--- src/rtl/buffer_rr_arbiter.sv ---
// Round-robin arbiter sitting behind N buffer_slots instances: grants one buffer per
// cycle via its stall line and forwards the granted beat on one registered channel.
module buffer_rr_arbiter #(
    parameter int N_PORTS = 4,
    parameter int DATA_W  = 32,
    parameter int CNT_W   = 16
) (
    input  logic                        clk,
    input  logic                        reset,
    input  logic                        flush,
    input  logic                        sink_stall,
    input  logic [N_PORTS-1:0]          buf_req,
    input  logic [N_PORTS-1:0]          buf_valid,
    input  logic [N_PORTS*DATA_W-1:0]   buf_data,
    output logic [N_PORTS-1:0]          buf_stall,
    output logic                        buf_flush,
    output logic                        out_valid,
    output logic [DATA_W-1:0]           out_data,
    output logic [$clog2(N_PORTS)-1:0]  out_src,
    output logic [CNT_W-1:0]            beat_cnt,
    output logic [CNT_W-1:0]            bubble_cnt
);
    localparam int PTR_W = $clog2(N_PORTS);

    function automatic logic [CNT_W-1:0] sat_inc(input logic [CNT_W-1:0] v);
        return (&v) ? v : v + 1'b1;
    endfunction

    logic [PTR_W-1:0]   rr_ptr;
    logic [PTR_W-1:0]   grant_idx;
    logic [PTR_W-1:0]   scan_idx;
    logic [PTR_W-1:0]   rr_next;
    logic               req_found;
    logic               grant_any;
    logic [N_PORTS-1:0] grant_onehot;
    logic [N_PORTS-1:0] grant_q;

    logic [PTR_W-1:0]   cap_idx;
    logic               cap_any;
    logic               cap_valid;
    logic [DATA_W-1:0]  cap_data;

    // Stage A: rotating-priority scan starting at rr_ptr
    always_comb begin
        req_found = 1'b0;
        grant_idx = '0;
        scan_idx  = '0;
        for (int k = 0; k < N_PORTS; k++) begin
            if (int'(rr_ptr) + k >= N_PORTS)
                scan_idx = PTR_W'(int'(rr_ptr) + k - N_PORTS);
            else
                scan_idx = PTR_W'(int'(rr_ptr) + k);
            if (!req_found && buf_req[scan_idx]) begin
                req_found = 1'b1;
                grant_idx = scan_idx;
            end
        end
        grant_any    = req_found && !flush && !sink_stall;
        grant_onehot = grant_any ? ({{(N_PORTS-1){1'b0}}, 1'b1} << grant_idx) : '0;
        rr_next      = (grant_idx == PTR_W'(N_PORTS - 1)) ? '0 : grant_idx + 1'b1;
    end

    assign buf_stall = reset ? '1 : ~grant_onehot;
    assign buf_flush = flush;

    // Stage B: pick the port granted last cycle
    always_comb begin
        cap_idx = '0;
        for (int i = 0; i < N_PORTS; i++) begin
            if (grant_q[i]) cap_idx = PTR_W'(i);
        end
        cap_any   = |grant_q;
        cap_valid = buf_valid[cap_idx];
        cap_data  = buf_data[int'(cap_idx)*DATA_W +: DATA_W];
    end

    always_ff @(posedge clk or posedge reset) begin
        if (reset) begin
            rr_ptr     <= '0;
            grant_q    <= '0;
            out_valid  <= 1'b0;
            out_data   <= '0;
            out_src    <= '0;
            beat_cnt   <= '0;
            bubble_cnt <= '0;
        end else if (flush) begin
            rr_ptr    <= '0;
            grant_q   <= '0;
            out_valid <= 1'b0;
        end else begin
            grant_q <= grant_onehot;
            if (grant_any) rr_ptr <= rr_next;
            if (cap_any && cap_valid) begin
                out_valid <= 1'b1;
                out_data  <= cap_data;
                out_src   <= cap_idx;
                beat_cnt  <= sat_inc(beat_cnt);
            end else begin
                out_valid <= 1'b0;
                if (cap_any) bubble_cnt <= sat_inc(bubble_cnt);
            end
        end
    end

endmodule
--- config.mk ---
export PLATFORM = sky130hd
export DESIGN_NAME = buffer_rr_arbiter
export DESIGN_NICKNAME = d
export VERILOG_FILES = /design/src/rtl/buffer_rr_arbiter.sv
export SDC_FILE = /design/constraint.sdc
export NUM_CORES = 1
export LEC_CHECK = 0
export BUFFER_PORTS_ARGS = -buffer_cell sky130_fd_sc_hd__buf_2
export CORE_MARGIN = 1.5
export CORE_UTILIZATION = 25
export DETAILED_ROUTE_END_ITERATION = 16
export PLACE_DENSITY_LB_ADDON = 0.12
export SYNTH_ARGS = -nofsm -noshare
export SYNTH_HDL_FRONTEND = slang
export SYNTH_SLANG_ARGS = --single-unit
--- constraint.sdc ---
create_clock -name clk -period 3.6 [get_ports clk]
set_input_delay 0.72 -clock clk [delete_from_list [all_inputs] [get_ports clk]]
set_output_delay 0.72 -clock clk [all_outputs]
set_load 0.005 [all_outputs]
# [Yosys cells after proc, flatten, opt, wreduce, memory -nomap -nowiden]
# Index checks and enable logic that the tools add are counted.
[totals] output_inout_bits=72 elab_cells=85 ff_bits=73 input_bits=140
[classes] n_bitwise=5 n_reduce_logical=18 n_addsub=10 shifts=2 order_cmp=9 n_eq_ne=1 mux=33
[op_table] cell="$shiftx 128x8->32" count=1
[op_table] cell="$add 16x1->16 const B" count=2
[op_table] cell="$reduce_and 16->1" count=2
[op_table] cell="$mux 2" count=13
[op_table] cell="$lt 2x3->1 const B" count=5
[op_table] cell="$mux 1" count=12
[op_table] cell="$mux 4" count=3
[op_table] cell="$bmux 1 s2" count=5
[op_table] cell="$ge 3x3->1 const B" count=3
[op_table] cell="$sub 2x1->2 const B" count=4
[op_table] cell="$add 2x2->3 const B" count=2
[op_table] cell="$logic_and 1x1->1" count=6
[op_table] cell="$logic_not 1->1" count=5
[op_table] cell="$not 1->1" count=4
[op_table] cell="$not 4->4" count=1
[op_table] cell="$reduce_and 4->1" count=1
[op_table] cell="$reduce_or 4->1" count=1
[op_table] cell="$shl 1x2->4 const A" count=1
[op_table] cell="$add 2x1->3 const B" count=1
[op_table] cell="$ge 2x3->1 const B" count=1
[op_table] cell="$reduce_and 3->1" count=1
[op_table] cell="$add 2x1->2 const B" count=1
[op_table] cell="$eq 2x2->1 const B" count=1
[op_table] cell="$reduce_and 2->1" count=1
[op_table] cell="$reduce_bool 2->1" count=1

# [Depth between registers and ports, before layout]
[logic_depth] depth_word=19 depth_mapped=7 mapped_depth_nobuf=7

# [Least setup slack after synthesis]
# No wires, ideal clock.
[synth_timing] kind="input to output" startpoint="input reset" endpoint="output buf_stall[0]" path_stages=2 arrival_time_ns=2.444 t_required_ns=2.880 slack_ns=0.436 n_path_buf=0 path_cell_list="inv_1 nand2_1"
[synth_via] elab_chain_len=1
[synth_lines] item="start: declaration" line_no="9" rtl="input logic reset,"
[synth_lines] item="$mux 4" line_no="63" rtl="assign buf_stall = reset ? '1 : ~grant_onehot;"
[synth_lines] item="end: declaration" line_no="15" rtl="output logic [N_PORTS-1:0] buf_stall,"
# Every way passes these cells.

# [Final worst setup path]
[layout_timing] startpoint="register rr_ptr[1]" endpoint="output buf_stall[2]"
[layout_via] elab_chain_len=19 word_cells_on_any_way=43 cone_classes="add/sub: 7; order compare: 4; shift: 1; mux: 22; bitwise: 1; reduce/logical: 8"
[layout_lines] item="start: declaration" line_no="29" rtl="logic [PTR_W-1:0] rr_ptr;"
[layout_lines] item="start signal: assignment" line_no="92" rtl="if (grant_any) rr_ptr <= rr_next;"
[layout_lines] item="branches (longest 16 deep; another with $add 2x1->3)"
[layout_lines] item="$mux 4 (*)" line_no="59" rtl="grant_onehot = grant_any ? ({{(N_PORTS-1){1'b0}}, 1'b1} << grant_idx) : '0;"
[layout_lines] item="$not 4->4 (*)" line_no="63"
[layout_lines] item="$mux 4 (*)" line_no="63"
# Every way passes the cells marked *. The select of a mux whose other input is x is not followed.

==> results.toml <==
[floorplanning]
floorplan.initialDensity_pct = 25.41
die-area_um2 = 17460
die_x_um = 132.1
floorplan.die.height_um = 132.1
design.portCount = 212
coreArea_um2 = 16410
floorplan_row_count = 47

[setup_path]
timing.setup.critical_path_class = "register to output pin"
r2r_end = "out_data[27]"
timing.critical_path.cells = "mux2i_1 > nor2_1 > a311oi_1 > nand2b_1 > ha_1 > and2_1 > nand2_1 > buf_2"
worstPathBufferInverterCount = 1
arrival_ns = 2.28
crit_path_max_fanout = 6
worstSetupEndpointType = "output pin"
reg2reg_from = "grant_q[3]"
critical-path-max-stage-delay_ns = 0.55
timing.critical_path.max_delay_family = "compound AO/OA/AOI/OAI gates"
critPathLaunch = "rr_ptr[1]"
timing.critical_path.slowest_stage_cell = "a311oi_1"
worst_endpoint_required_time_ns = 2.88
rr_worst_depth = 5
reg2reg_setup_slack_ns = 0.93
crit_path_start_kind = "register"

[worst_hold_path]
worstHoldPathType = "input port to async pin"

[cts]
holdBufCountCts = 0
worst_skew_pair.late_latency_ns = 0.33
cts_post_setup_buffers_inserted = 0
clock_sinks = 73
number_of_levels_in_the_clock_h_tree = 3
clk_pin_slew_worst_paths_ns = 0.06
cts_tree = "built"
clockRootBuffer = "clkbuf_16"
ctsLongestPathBuffers = 2
post_cts_resized = 0
tritoncts.num_buffers = 9

[grt]
vias_in_the_first_global_route = 3969
grt_overflow_total = 0
global_route_wire_length_before_repair_mm = 20.07
globalRouteTotalUtil_pct = 14.46
antenna_found_initial = 0
grt_start_max_net_pins = 59

[synth]
synth_area_per_cell_um2 = 9.411
syn_inst = 443
postSynthRegisterBits = 73
ys.flop_type = "dfrtp_1"
synthArstFlopShare_pct = 100.0
synth-warning-count = 0
distinct_cell_type_count_of_the_synthesized_netlist = 35
synth_edf_count = 0
synthesis.area_um2 = 4169
syn-num-nets = 586
synth_sequential_area_ratio_pct = 43.82

[drt]
wire_per_inst_um = 14.54
routed-via-count = 3902
detail_route.iter0.violations = 130
wl_mm = 12.65
first_pass_iters = 4
drc = 0
avgViaCountPerCell = 4.485
route.antenna.remaining_nets = 0

[layout]
area_growth_pct = 37.03
antenna_cells_inserted = 0
layout.core_utilization_pct = 34.82
post_route_cells_drive_above_1_share_pct = 41.54
stdcell_count = 870
design.final.nets = 788

[pwr]
p_total_w = 0.002899
powerDensity_nw_per_um2 = 507.4
power.ir.vdd_worst_uv = 224.8
leakage_nw = 2.755

[timing]
setup-tns-final_ns = 0
worst-slew-pin-transition_ns = 0.7535
finalMaxSlewViolations = 0
hold_ws_ns = 0.4323
post-route-period-util_pct = 83.36
timing.fmax_mhz = 333.2
timing.clock.skew_ns = 0.007723
finalHoldViolations = 0
grt_setup_unrepaired = "false"
worst_slew_margin_rel_pct = 49.62
setup_viol_count_final = 0
finalWorstPathRequiredPeriod_ns = 3.001

[placed_design]
detailed_place_hpwl_mm = 9.765
cell_count_post_placement = 854
gp_congestion = 0.8938
i_o_buffers = 211

[run]
drv_cap = 0

[status]
status = "complete, no violations"
-- cells in the mapped netlist, types with 2 or more instances --
cell       n  area, um2
nand3_1   12      60.06
nor3_1     8      40.04
nand2_1   51      191.4
nor4_1     6      37.54
mux2_2    30      337.8
o211ai_2   2      25.02
xor2_1    23      201.4
nor4_2     3      37.54
nand2b_1   4      25.02
buf_2      6      30.03
ha_1       3      37.54
o21ai_0   37      185.2
dfrtp_1   73       1827
nor2_1    50      187.7
nand4_1    3      18.77
clkbuf_1  11      41.29
mux2i_1   35      350.3
and4_1     5      43.79
or3_1      4      25.02
a21oi_1   38      190.2
inv_1     11      41.29
buf_4      4      30.03
mux2_1     5      56.30
buf_1      3      11.26
and3_1     2      12.51
xnor2_1    5      43.79
-- worst max path at each step --
| stage | end | slack, ns | cells after the start |
|---|---|---|---|
| after global placement | buf_stall[2] | 0.62 | 9 |
| final | buf_stall[2] | 0.60 | 8 |
| after global routing | buf_stall[2] | 0.38 | 8 |
| after detailed placement | buf_stall[2] | 0.60 | 9 |
| after CTS | buf_stall[2] | 0.56 | 8 |
| after floorplan | buf_stall[0] | 0.44 | 2 |
-- through the flow --
step / setup WS, ns / cell area [um2]
global placement: 0.6202 / 5423
floorplan: 0.4357 / 4169
CTS: 0.5627 / 5713
global route: 0.3779 / 5713
detailed placement: 0.5956 / 5423
finish: 0.5990 / 5713
-- routing by layer --
layer	GRT usage (%)	vias up	routed length [um]	part of all wire (%)
met5	0	-	0	0
met4	5.370	0	244	1.9
met3	3.614	17	882	7.0
met2	25.25	150	6061	48
met1	17.13	1790	5462	43
li1	-	1945	-	-
-- power by group --
group          switching, W  internal (W)  total [W]
sequential         0.000159       0.00106    0.00122
clock              0.000321      0.000553   0.000875
combinational      0.000366      0.000443   0.000809
-- area by class of cell --
cell class	instances	area [um2]
fill	1698	10690
inverter	12	46.29
sequential	73	1831
tap	220	275.3
clock buffer	13	250.2
clock inverter	3	40.04
timing repair buffer	215	1086
multi-input combinational	334	2185
-- logic make-up (layout without fill, tap and decap cells) --
logic type / count (synthesis) / in the layout / synth area share (%)
buffers and inverters: 36 / 243 / 3.781
AOI/OAI and AO/OA: 81 / 81 / 10.65
and+or+nand+nor: 152 / 152 / 17.11
xor gates and xnor gates: 28 / 28 / 5.882
muxes: 70 / 70 / 17.86
adders and majority gates: 3 / 3 / 0.9005
DFF: 73 / 73 / 43.82
-- cells in the final DEF (no fill, tap or decap), types with 2 or more instances in the layout --
| cell | n |
|---|---|
| mux2i_1 | 35 |
| clkbuf_16 | 9 |
| clkbuf_1 | 3 |
| nor4_2 | 3 |
| nand3_1 | 12 |
| buf_4 | 4 |
| nor4_1 | 6 |
| and4_1 | 5 |
| xnor2_1 | 5 |
| nand2b_1 | 4 |
| inv_1 | 10 |
| a21oi_1 | 38 |
| o21ai_0 | 37 |
| nand4_1 | 3 |
| nor2_1 | 50 |
| dfrtp_1 | 70 |
| or3_1 | 4 |
| clkinv_2 | 3 |
| nand2_1 | 51 |
| xor2_1 | 23 |
| ha_1 | 3 |
| nor3_1 | 8 |
| mux2_1 | 5 |
| o211ai_2 | 2 |
| dfrtp_2 | 3 |
| mux2_2 | 30 |
| and3_1 | 2 |
| buf_2 | 211 |
-- flip-flops by register name, summed over array words and instances, names as in the netlist --
signal and cells:
grant_q 4, out_src 2, out_valid 1, bubble_cnt 16, out_data 32, rr_ptr 2
beat_cnt 16
Power figures use the tool's default switching activity.
